**config.mk**
```make
export PLATFORM = sky130hd
export DESIGN_NAME = ma_job_sequencer_32
export DESIGN_NICKNAME = d
export VERILOG_FILES = /design/src/rtl/ma_job_sequencer_32.sv
export SDC_FILE = /design/constraint.sdc
export NUM_CORES = 1
export LEC_CHECK = 0
export ABC_AREA = 1
export BUFFER_PORTS_ARGS = -buffer_cell sky130_fd_sc_hd__buf_4
export CAP_MARGIN = 20
export CORE_AREA = 8 8 272 274
export CTS_CLUSTER_DIAMETER = 50
export DETAILED_ROUTE_END_ITERATION = 6
export DIE_AREA = 0 0 280 282
export GPL_ROUTABILITY_DRIVEN = 0
export PLACE_DENSITY_LB_ADDON = 0.1
export SYNTH_ARGS = -nofsm -noshare
export SYNTH_HDL_FRONTEND = slang
export SYNTH_SLANG_ARGS = --single-unit
export TNS_END_PERCENT = 1
```
**constraint.sdc**
```tcl
create_clock -name Clk -period 3.3 [get_ports Clk]
set_input_delay 0.165 -clock Clk [delete_from_list [all_inputs] [get_ports Clk]]
set_output_delay 0.165 -clock Clk [all_outputs]
set_load 0.05 [all_outputs]
```
**src/rtl/ma_job_sequencer_32.sv**
```systemverilog
// Matrix accelerator job sequencer: packs operand windows, starts the job, returns the result.
// Optional watchdog on the accelerator wait is enabled by defining MA_SEQ_TIMEOUT_EN.
module ma_job_sequencer_32 #(
    parameter int KERNEL_SIZE    = 3,
    parameter int DATA_WIDTH     = 32,
    parameter int ADDR_WIDTH     = $clog2(KERNEL_SIZE**4),
    parameter int TIMEOUT_CYCLES = 1024
) (
    input  logic                                       Clk,
    input  logic                                       Rst,
    input  logic [DATA_WIDTH-1:0]                      s_data,
    input  logic                                       s_valid,
    output logic                                       s_ready,
    input  logic [ADDR_WIDTH-1:0]                      cfg_addr,
    input  logic                                       cfg_direct,
    input  logic                                       flush,
    output logic [KERNEL_SIZE*KERNEL_SIZE*DATA_WIDTH-1:0] multiplier_input,
    output logic [KERNEL_SIZE*KERNEL_SIZE*DATA_WIDTH-1:0] multiplicand_input,
    output logic [ADDR_WIDTH-1:0]                      AddressSelect,
    output logic                                       direct,
    output logic [KERNEL_SIZE*KERNEL_SIZE-1:0]         mStart,
    input  logic [DATA_WIDTH-1:0]                      finalAccumulate,
    input  logic                                       finalReady,
    output logic [DATA_WIDTH-1:0]                      r_data,
    output logic                                       r_valid,
    input  logic                                       r_ready,
    output logic                                       busy,
    output logic [15:0]                                job_count,
    output logic                                       timeout_err
);

    localparam int N  = KERNEL_SIZE * KERNEL_SIZE;
    localparam int CW = (N > 1) ? $clog2(N) : 1;
    localparam logic [CW-1:0] LAST = CW'(N - 1);

    typedef enum logic [2:0] {
        ST_LOAD_A,
        ST_LOAD_B,
        ST_START,
        ST_WAIT,
        ST_RESULT
    } state_t;

    state_t        st;
    state_t        nxt;
    logic [CW-1:0] cnt;
    logic          fr_q;
    logic          fr_edge;
    logic          hs;
    logic          last;
    logic          tmo;

    assign hs      = s_valid & s_ready;
    assign last    = (cnt == LAST);
    assign fr_edge = finalReady & ~fr_q;

`ifdef MA_SEQ_TIMEOUT_EN
    localparam int TW = $clog2(TIMEOUT_CYCLES + 1);
    logic [TW-1:0] tcnt;

    // Counter is zero whenever outside WAIT, so every WAIT entry starts fresh.
    always_ff @(posedge Clk or negedge Rst) begin
        if (!Rst) begin
            tcnt <= '0;
        end else if (st != ST_WAIT || flush) begin
            tcnt <= '0;
        end else begin
            tcnt <= tcnt + 1'b1;
        end
    end

    assign tmo = (st == ST_WAIT) && (tcnt == TW'(TIMEOUT_CYCLES - 1));

    always_ff @(posedge Clk or negedge Rst) begin
        if (!Rst) begin
            timeout_err <= 1'b0;
        end else if (flush) begin
            timeout_err <= 1'b0;
        end else if (tmo && !fr_edge) begin
            timeout_err <= 1'b1;
        end
    end
`else
    assign tmo         = 1'b0;
    assign timeout_err = 1'b0;
`endif

    always_ff @(posedge Clk or negedge Rst) begin
        if (!Rst) begin
            st <= ST_LOAD_A;
        end else begin
            st <= nxt;
        end
    end

    always_comb begin
        nxt = st;
        if (flush) begin
            nxt = ST_LOAD_A;
        end else begin
            unique case (st)
                ST_LOAD_A: if (hs && last) nxt = ST_LOAD_B;
                ST_LOAD_B: if (hs && last) nxt = ST_START;
                ST_START:  nxt = ST_WAIT;
                ST_WAIT: begin
                    if (fr_edge) begin
                        nxt = ST_RESULT;
                    end else if (tmo) begin
                        nxt = ST_LOAD_A;
                    end
                end
                ST_RESULT: if (r_ready) nxt = ST_LOAD_A;
                default:   nxt = ST_LOAD_A;
            endcase
        end
    end

    always_comb begin
        s_ready = Rst && !flush && (st == ST_LOAD_A || st == ST_LOAD_B);
        mStart  = {N{st == ST_START}};
        busy    = !(st == ST_LOAD_A && cnt == '0);
    end

    always_ff @(posedge Clk or negedge Rst) begin
        if (!Rst) begin
            cnt                <= '0;
            fr_q               <= 1'b0;
            multiplier_input   <= '0;
            multiplicand_input <= '0;
            AddressSelect      <= '0;
            direct             <= 1'b0;
            r_data             <= '0;
            r_valid            <= 1'b0;
            job_count          <= '0;
        end else begin
            fr_q <= finalReady;
            if (flush) begin
                cnt     <= '0;
                r_valid <= 1'b0;
            end else begin
                if (hs) begin
                    for (int i = 0; i < N; i++) begin
                        if (cnt == CW'(i)) begin
                            if (st == ST_LOAD_A) begin
                                multiplier_input[DATA_WIDTH*i +: DATA_WIDTH] <= s_data;
                            end else begin
                                multiplicand_input[DATA_WIDTH*i +: DATA_WIDTH] <= s_data;
                            end
                        end
                    end
                    if (st == ST_LOAD_A && cnt == '0) begin
                        AddressSelect <= cfg_addr;
                        direct        <= cfg_direct;
                    end
                    cnt <= last ? '0 : cnt + 1'b1;
                end
                if (st == ST_WAIT && fr_edge) begin
                    r_data    <= finalAccumulate;
                    r_valid   <= 1'b1;
                    job_count <= job_count + 1'b1;
                end
                if (st == ST_RESULT && r_ready) begin
                    r_valid <= 1'b0;
                end
            end
        end
    end

endmodule
```
; ---- Word-level counts from Yosys, hierarchy flattened
; Cells that the tools add are included.
[totals]
reg_bits = 641
input_bits = 78
wordCells = 95
[op_classes]
add_sub_neg = 2
eq_ne = 16
muxes = 12
bitwise_logic = 5
n_reduce_logical = 34
[op_table]
columns = cell, n
row1 = AND reduction 4 bit, 19
row2 = adder 16 x 1 -> 16 bit (second input constant), 1
row3 = == test 4 x 3 -> 1 bit (second input constant), 4
row4 = two-way mux 3 bit, 5
row5 = one-hot mux 3 bit (5 select lines), 1
row6 = two-way mux 4 bit, 3
row7 = inequality test 3 bit (second input constant), 4
row8 = == test 4 x 2 -> 1 bit (second input constant), 2
row9 = == test 3 x 2 -> 1 bit (second input constant), 2
row10 = logical AND 1 bit, 6
row11 = adder 4 x 1 -> 4 bit (second input constant), 1
row12 = == test 4 x 1 -> 1 bit (second input constant), 1
row13 = == test 4 bit (second input constant), 1
row14 = logical NOT 4 bit, 1
row15 = == test 3 x 1 -> 1 bit (second input constant), 1
row16 = == test 3 bit (second input constant), 1
row17 = logical NOT 3 bit, 1
row18 = two-way mux 1 bit, 3
row19 = inverter 1 bit, 3
row20 = AND reduction 3 bit, 1
row21 = nonzero test 3 bit, 1
row22 = bitwise AND 1 bit, 2
row23 = logical NOT 1 bit, 2
row24 = AND reduction 2 bit, 1
row25 = 2 further kinds, 2

; ---- Depth between registers and ports, before layout
[logic_depth]
ltp_word = 8
mapped_depth = 10
ltp_nobuf = 9

; ---- Worst setup path after synthesis
; OpenSTA, ideal clock, no wires.
[synth_timing]
path_type = register -> register
from = reg st[0]
to = reg AddressSelect[0]
setup_ps = 119
t_arrival_ps = 1773
path_slack_ps = 1408
stages_incl_launch_ff = 10
path_buffers = 1
period_less_slack_ps = 1892
path_cell_list = dfrtp_1 nor2_1 nand2_2 inv_2 nand2_1 nor2_1 inv_1 clkbuf_1 nand2_1 nand2_1
[synth_between]
elab_chain_cells = 5
elab_cells_between_ends = 7
cone_classes = eq/ne: 1 / bitwise: 1 / reduce/logical: 5
[synth_lines]
columns = item, line_no
row1 = start: declaration, 44  ; state_t st;
row2 = start signal: assignment, 92  ; st <= nxt;
row3 = == test 3 x 1 -> 1 bit / logical NOT 3 bit (equally long branches), "119, 151"
row4 = logical OR 1 bit, 119  ; s_ready = Rst && !flush && (st == ST_LOAD_A || st == ST_LOAD_B);
row5 = logical AND 1 bit, 119
row6 = bitwise AND 1 bit, 53  ; assign hs = s_valid & s_ready;
row7 = AND reduction 3 bit (no source line) *, -
row8 = end signal: assignment, 152  ; AddressSelect <= cfg_addr;
row9 = end: declaration, 19  ; output logic [ADDR_WIDTH-1:0] AddressSelect,
; Every way passes the cells marked *; elsewhere a longest branch is shown, timed or not.
; A chain may end at the register's enable or synchronous reset.

; ---- Final worst setup path
[layout_timing]
from = reg st[0]
to = reg multiplier_input[32]
[layout_between]
elab_chain_cells = 5
elab_cells_between_ends = 6
cone_classes = eq/ne: 1 / bitwise: 1 / reduce/logical: 4
[layout_lines]
columns = item, line_no
row1 = == test 3 x 1 -> 1 bit / logical NOT 3 bit (equally long branches), "119, 144"
row2 = logical OR 1 bit, 119
row3 = logical AND 1 bit, 119
row4 = bitwise AND 1 bit, 53
row5 = AND reduction 4 bit (no source line) *, -
row6 = end signal: indexed assignment, 145  ; multiplier_input[DATA_WIDTH*i +: DATA_WIDTH] <= s_data;
row7 = end: declaration, 17  ; output logic [KERNEL_SIZE*KERNEL_SIZE*DATA_WIDTH-1:0] multiplier_input,
; Marks and branches as above.

==> flow_metrics.py <==
metrics = {
    "drt": {
        "drt_wl_total_mm": 108,
        "wl_per_cell_microns": 23.3,
        "drtIter0Drc": 1830,
        "ant_nets": 0,
        "firstDrtPassIters": 5,
        "route.detailed.drc": 0,
        "viasPerCell": 4.97,
        "vias": 23100,
    },
    "logic_synthesis": {
        "synth_top_family_by_area": "simple AND/OR/NAND/NOR gates",
        "synth_area_sq_um": 25600,
        "synth_cell_types": 27,
        "seq_area_frac_synth": 0.627,
        "postSynthCellCount": 2941,
        "synth_xor_area_frac": 0.00445,
        "synth_fa_ha_area_frac": 0.00245,
        "syn_area_per_cell_sq_um": 8.69,
        "synth_compound_area_frac": 0.0771,
        "synthSimpleGateAreaFrac": 0.242,
        "synthTopCellsByArea": "dfrtp_1, nand2_1, o21ai_0",
        "yosys_register_bits": 641,
        "synth.area.mux_share": 0,
        "synth.net_count": 3024,
        "yosysWarnings": 0,
        "synth_top_area_frac": 0.627,
        "yosys.area.top_type": "dfrtp_1",
    },
    "timing": {
        "fin_crit_sh": 0.739,
        "finalSetupTns_ns": 0,
        "skew_ns": 0.0142,
        "max_freq_mhz": 410,
        "final.min_clock_period_ns": 2.44,
        "relSlewSlack": 0.332,
        "rsz0062_at_grt": "false",
        "hold_violations": 0,
        "setup_viol": 0,
        "whs_ns": 0.0562,
        "worst_pin_slew_ns": 1.00,
        "drv_slew": 0,
    },
    "power_and_ir_drop": {
        "p_leak_uw": 0.0202,
        "power.share.combinational": 0.274,
        "p_switching_uw": 9460,
        "power_frac_clock": 0.359,
        "power.density_nw_per_um2": 710,
        "power_frac_seq": 0.367,
        "irDropWorstVdd_v": 0.000488,
        "sw_frac_of_total": 0.379,
        "internal-power_uw": 15500,
    },
    "clock_network": {
        "cts-root-buf": "clkbuf_16",
        "cts_inserted_buffers": 82,
        "cts_buffer_depth": 3,
        "cts_setup_buffers": 0,
        "worstSkewPairLatency_ns": 0.63,
        "path_clk_slew_ns": 0.06,
        "hold_buffers": 76,
        "htree_levels": 3,
        "cts.sinks": 641,
        "ctsResizeCount": 0,
        "cts_tree": "done",
    },
    "cells_and_area": {
        "area_growth_pct": 37.4,
        "final_cell_mix": "nand2_1, buf_4, dfrtp_1, o21ai_0, clkbuf_16",
        "final-seq-area_sq_um": 16000,
        "final_cell_count_no_fill": 4644,
        "fillers": 6558,
        "multi_input_area_sq_um": 8410,
        "drive_gt1_frac": 0.254,
        "final_nets": 3720,
        "final_common_cell": "nand2_1",
    },
    "worst_setup_path": {
        "crit_chain": "nor2_1, nand2_4, nand2_2, nand4_1, buf_4, nor2_4, buf_4, nand2_1, nand2_1",
        "r2r_start": "st[0]",
        "endpoint": "multiplier_input[32]",
        "worst-path-buf-inv": 2,
        "crit_start": "st[0]",
        "rrSetupSlack_ns": 0.86,
        "ff2ff_path_depth": 9,
        "cp_slowest_stage_delay_ns": 0.43,
        "worstPathArrival_ns": 3.00,
        "cp_data_required_time_ns": 3.86,
        "timing.rr.end": "multiplier_input[32]",
        "start_kind": "flip-flop",
        "criticalPathCategory": "flip-flop to flip-flop",
        "crit_slowest_cell": "dfrtp_1",
        "crit_cells": 9,
        "cp_max_fo": 41,
        "crit_family": "simple AND/OR/NAND/NOR gates",
        "end_kind": "flip-flop",
    },
    "global_routing": {
        "grt_overflow_total": 0,
        "gr-usage-all-layers": 0.265,
        "grt_pass1_wl_mm": 157,
        "grt_pass1_vias": 23000,
        "antenna_found_initial": 3,
        "grt_max_degree": 158,
    },
    "worst_hold_path": {
        "hold_path.class": "input port to async pin",
    },
    "placed_design": {
        "portBuffers": 721,
        "dpl.cell_count": 4417,
        "dp_hpwl_mm": 73.8,
    },
    "die": {
        "dieHeight_microns": 282,
        "core_sq_um": 69500,
        "rows": 97,
        "io_pins": 723,
        "dieArea_sq_um": 79000,
        "start_util": 0.368,
        "fp.dieW_microns": 280,
    },
    "flow_run": {
        "drv_cap": 0,
    },
    "status": {
        "status": "complete, no violations",
    },
}
[flip-flops by register name (all words and copies together) (netlist names)]
name / count
fr_q: 1
r_valid: 1
multiplicand_input: 288
r_data: 32
direct: 1
cnt: 4
st: 3
job_count: 16
multiplier_input: 288
AddressSelect: 7
[final cells by class]
class | instances | share of cell area
repair buffers | 852 | 0.189
well taps | 940 | 0.0335
flip-flops and latches | 641 | 0.456
diodes | 1 | 0.0000712
multi-input cells | 2028 | 0.239
inverters | 32 | 0.00342
clock buffers | 103 | 0.0629
clock inverters | 47 | 0.0153
[how the worst min path moves through the flow]
stage / end / slack (ns) / start
after floorplan: AddressSelect[0] / -0.13 / Rst
after global placement: multiplicand_input[38] / 0.10 / Rst
after detailed placement: multiplicand_input[38] / 0.10 / Rst
after CTS: multiplicand_input[38] / 0.03 / Rst
after global routing: multiplier_input[67] / 0.07 / Rst
final: multiplier_input[66] / 0.06 / Rst
[through the flow]
stage                     area, sq um  setup slack [ns]  power (uW)  utilization
after detailed placement        31600             0.873       16100        0.455
after CTS                       35100             0.859       25200        0.505
after floorplan                 25600              1.41       13400            -
final                           35100             0.862       25000        0.505
after global routing            35100             0.608       25900        0.505
after global placement          31600              1.00       16000        0.455
[logic make-up (layout without fill, tap and decap cells)]
family,count (synthesis),in the layout
AND/OR/NAND/NOR,1615,1615
flip-flops,641,641
AO/OA/AOI/OAI,394,394
buffers and inverters,272,1034
XOR/XNOR,13,13
adder cells (fa/ha/maj),5,5
other,1,2
[synthesized netlist by cell type, drive strengths merged]
master  number
o21ai      390
xnor2        4
nor2        50
ha           5
a21oi        4
nand3       17
clkinv       1
nand4       11
clkbuf     138
or2          1
conb         1
nor3         6
nand3b       2
nand2     1528
buf        102
dfrtp      641
xor2         9
inv         31
[per-layer routing]
layer  GRT usage  up-vias  part of all wire
li1            -    10600                 -
met1       0.319    11300              0.38
met2       0.440      983              0.48
met3      0.0719      210             0.083
met4       0.128        2             0.051
met5           0        -           0.00015
[power by group through the flow]
stage	sequential, uW	combinational (uW)	clock, uW
final	9150	6830	8970
after global routing	9250	7170	9500
after CTS	9150	6870	9160
after detailed placement	9270	6800	0
after floorplan	11900	1520	0
after global placement	9240	6750	0
(Power assumes the default switching activity.)
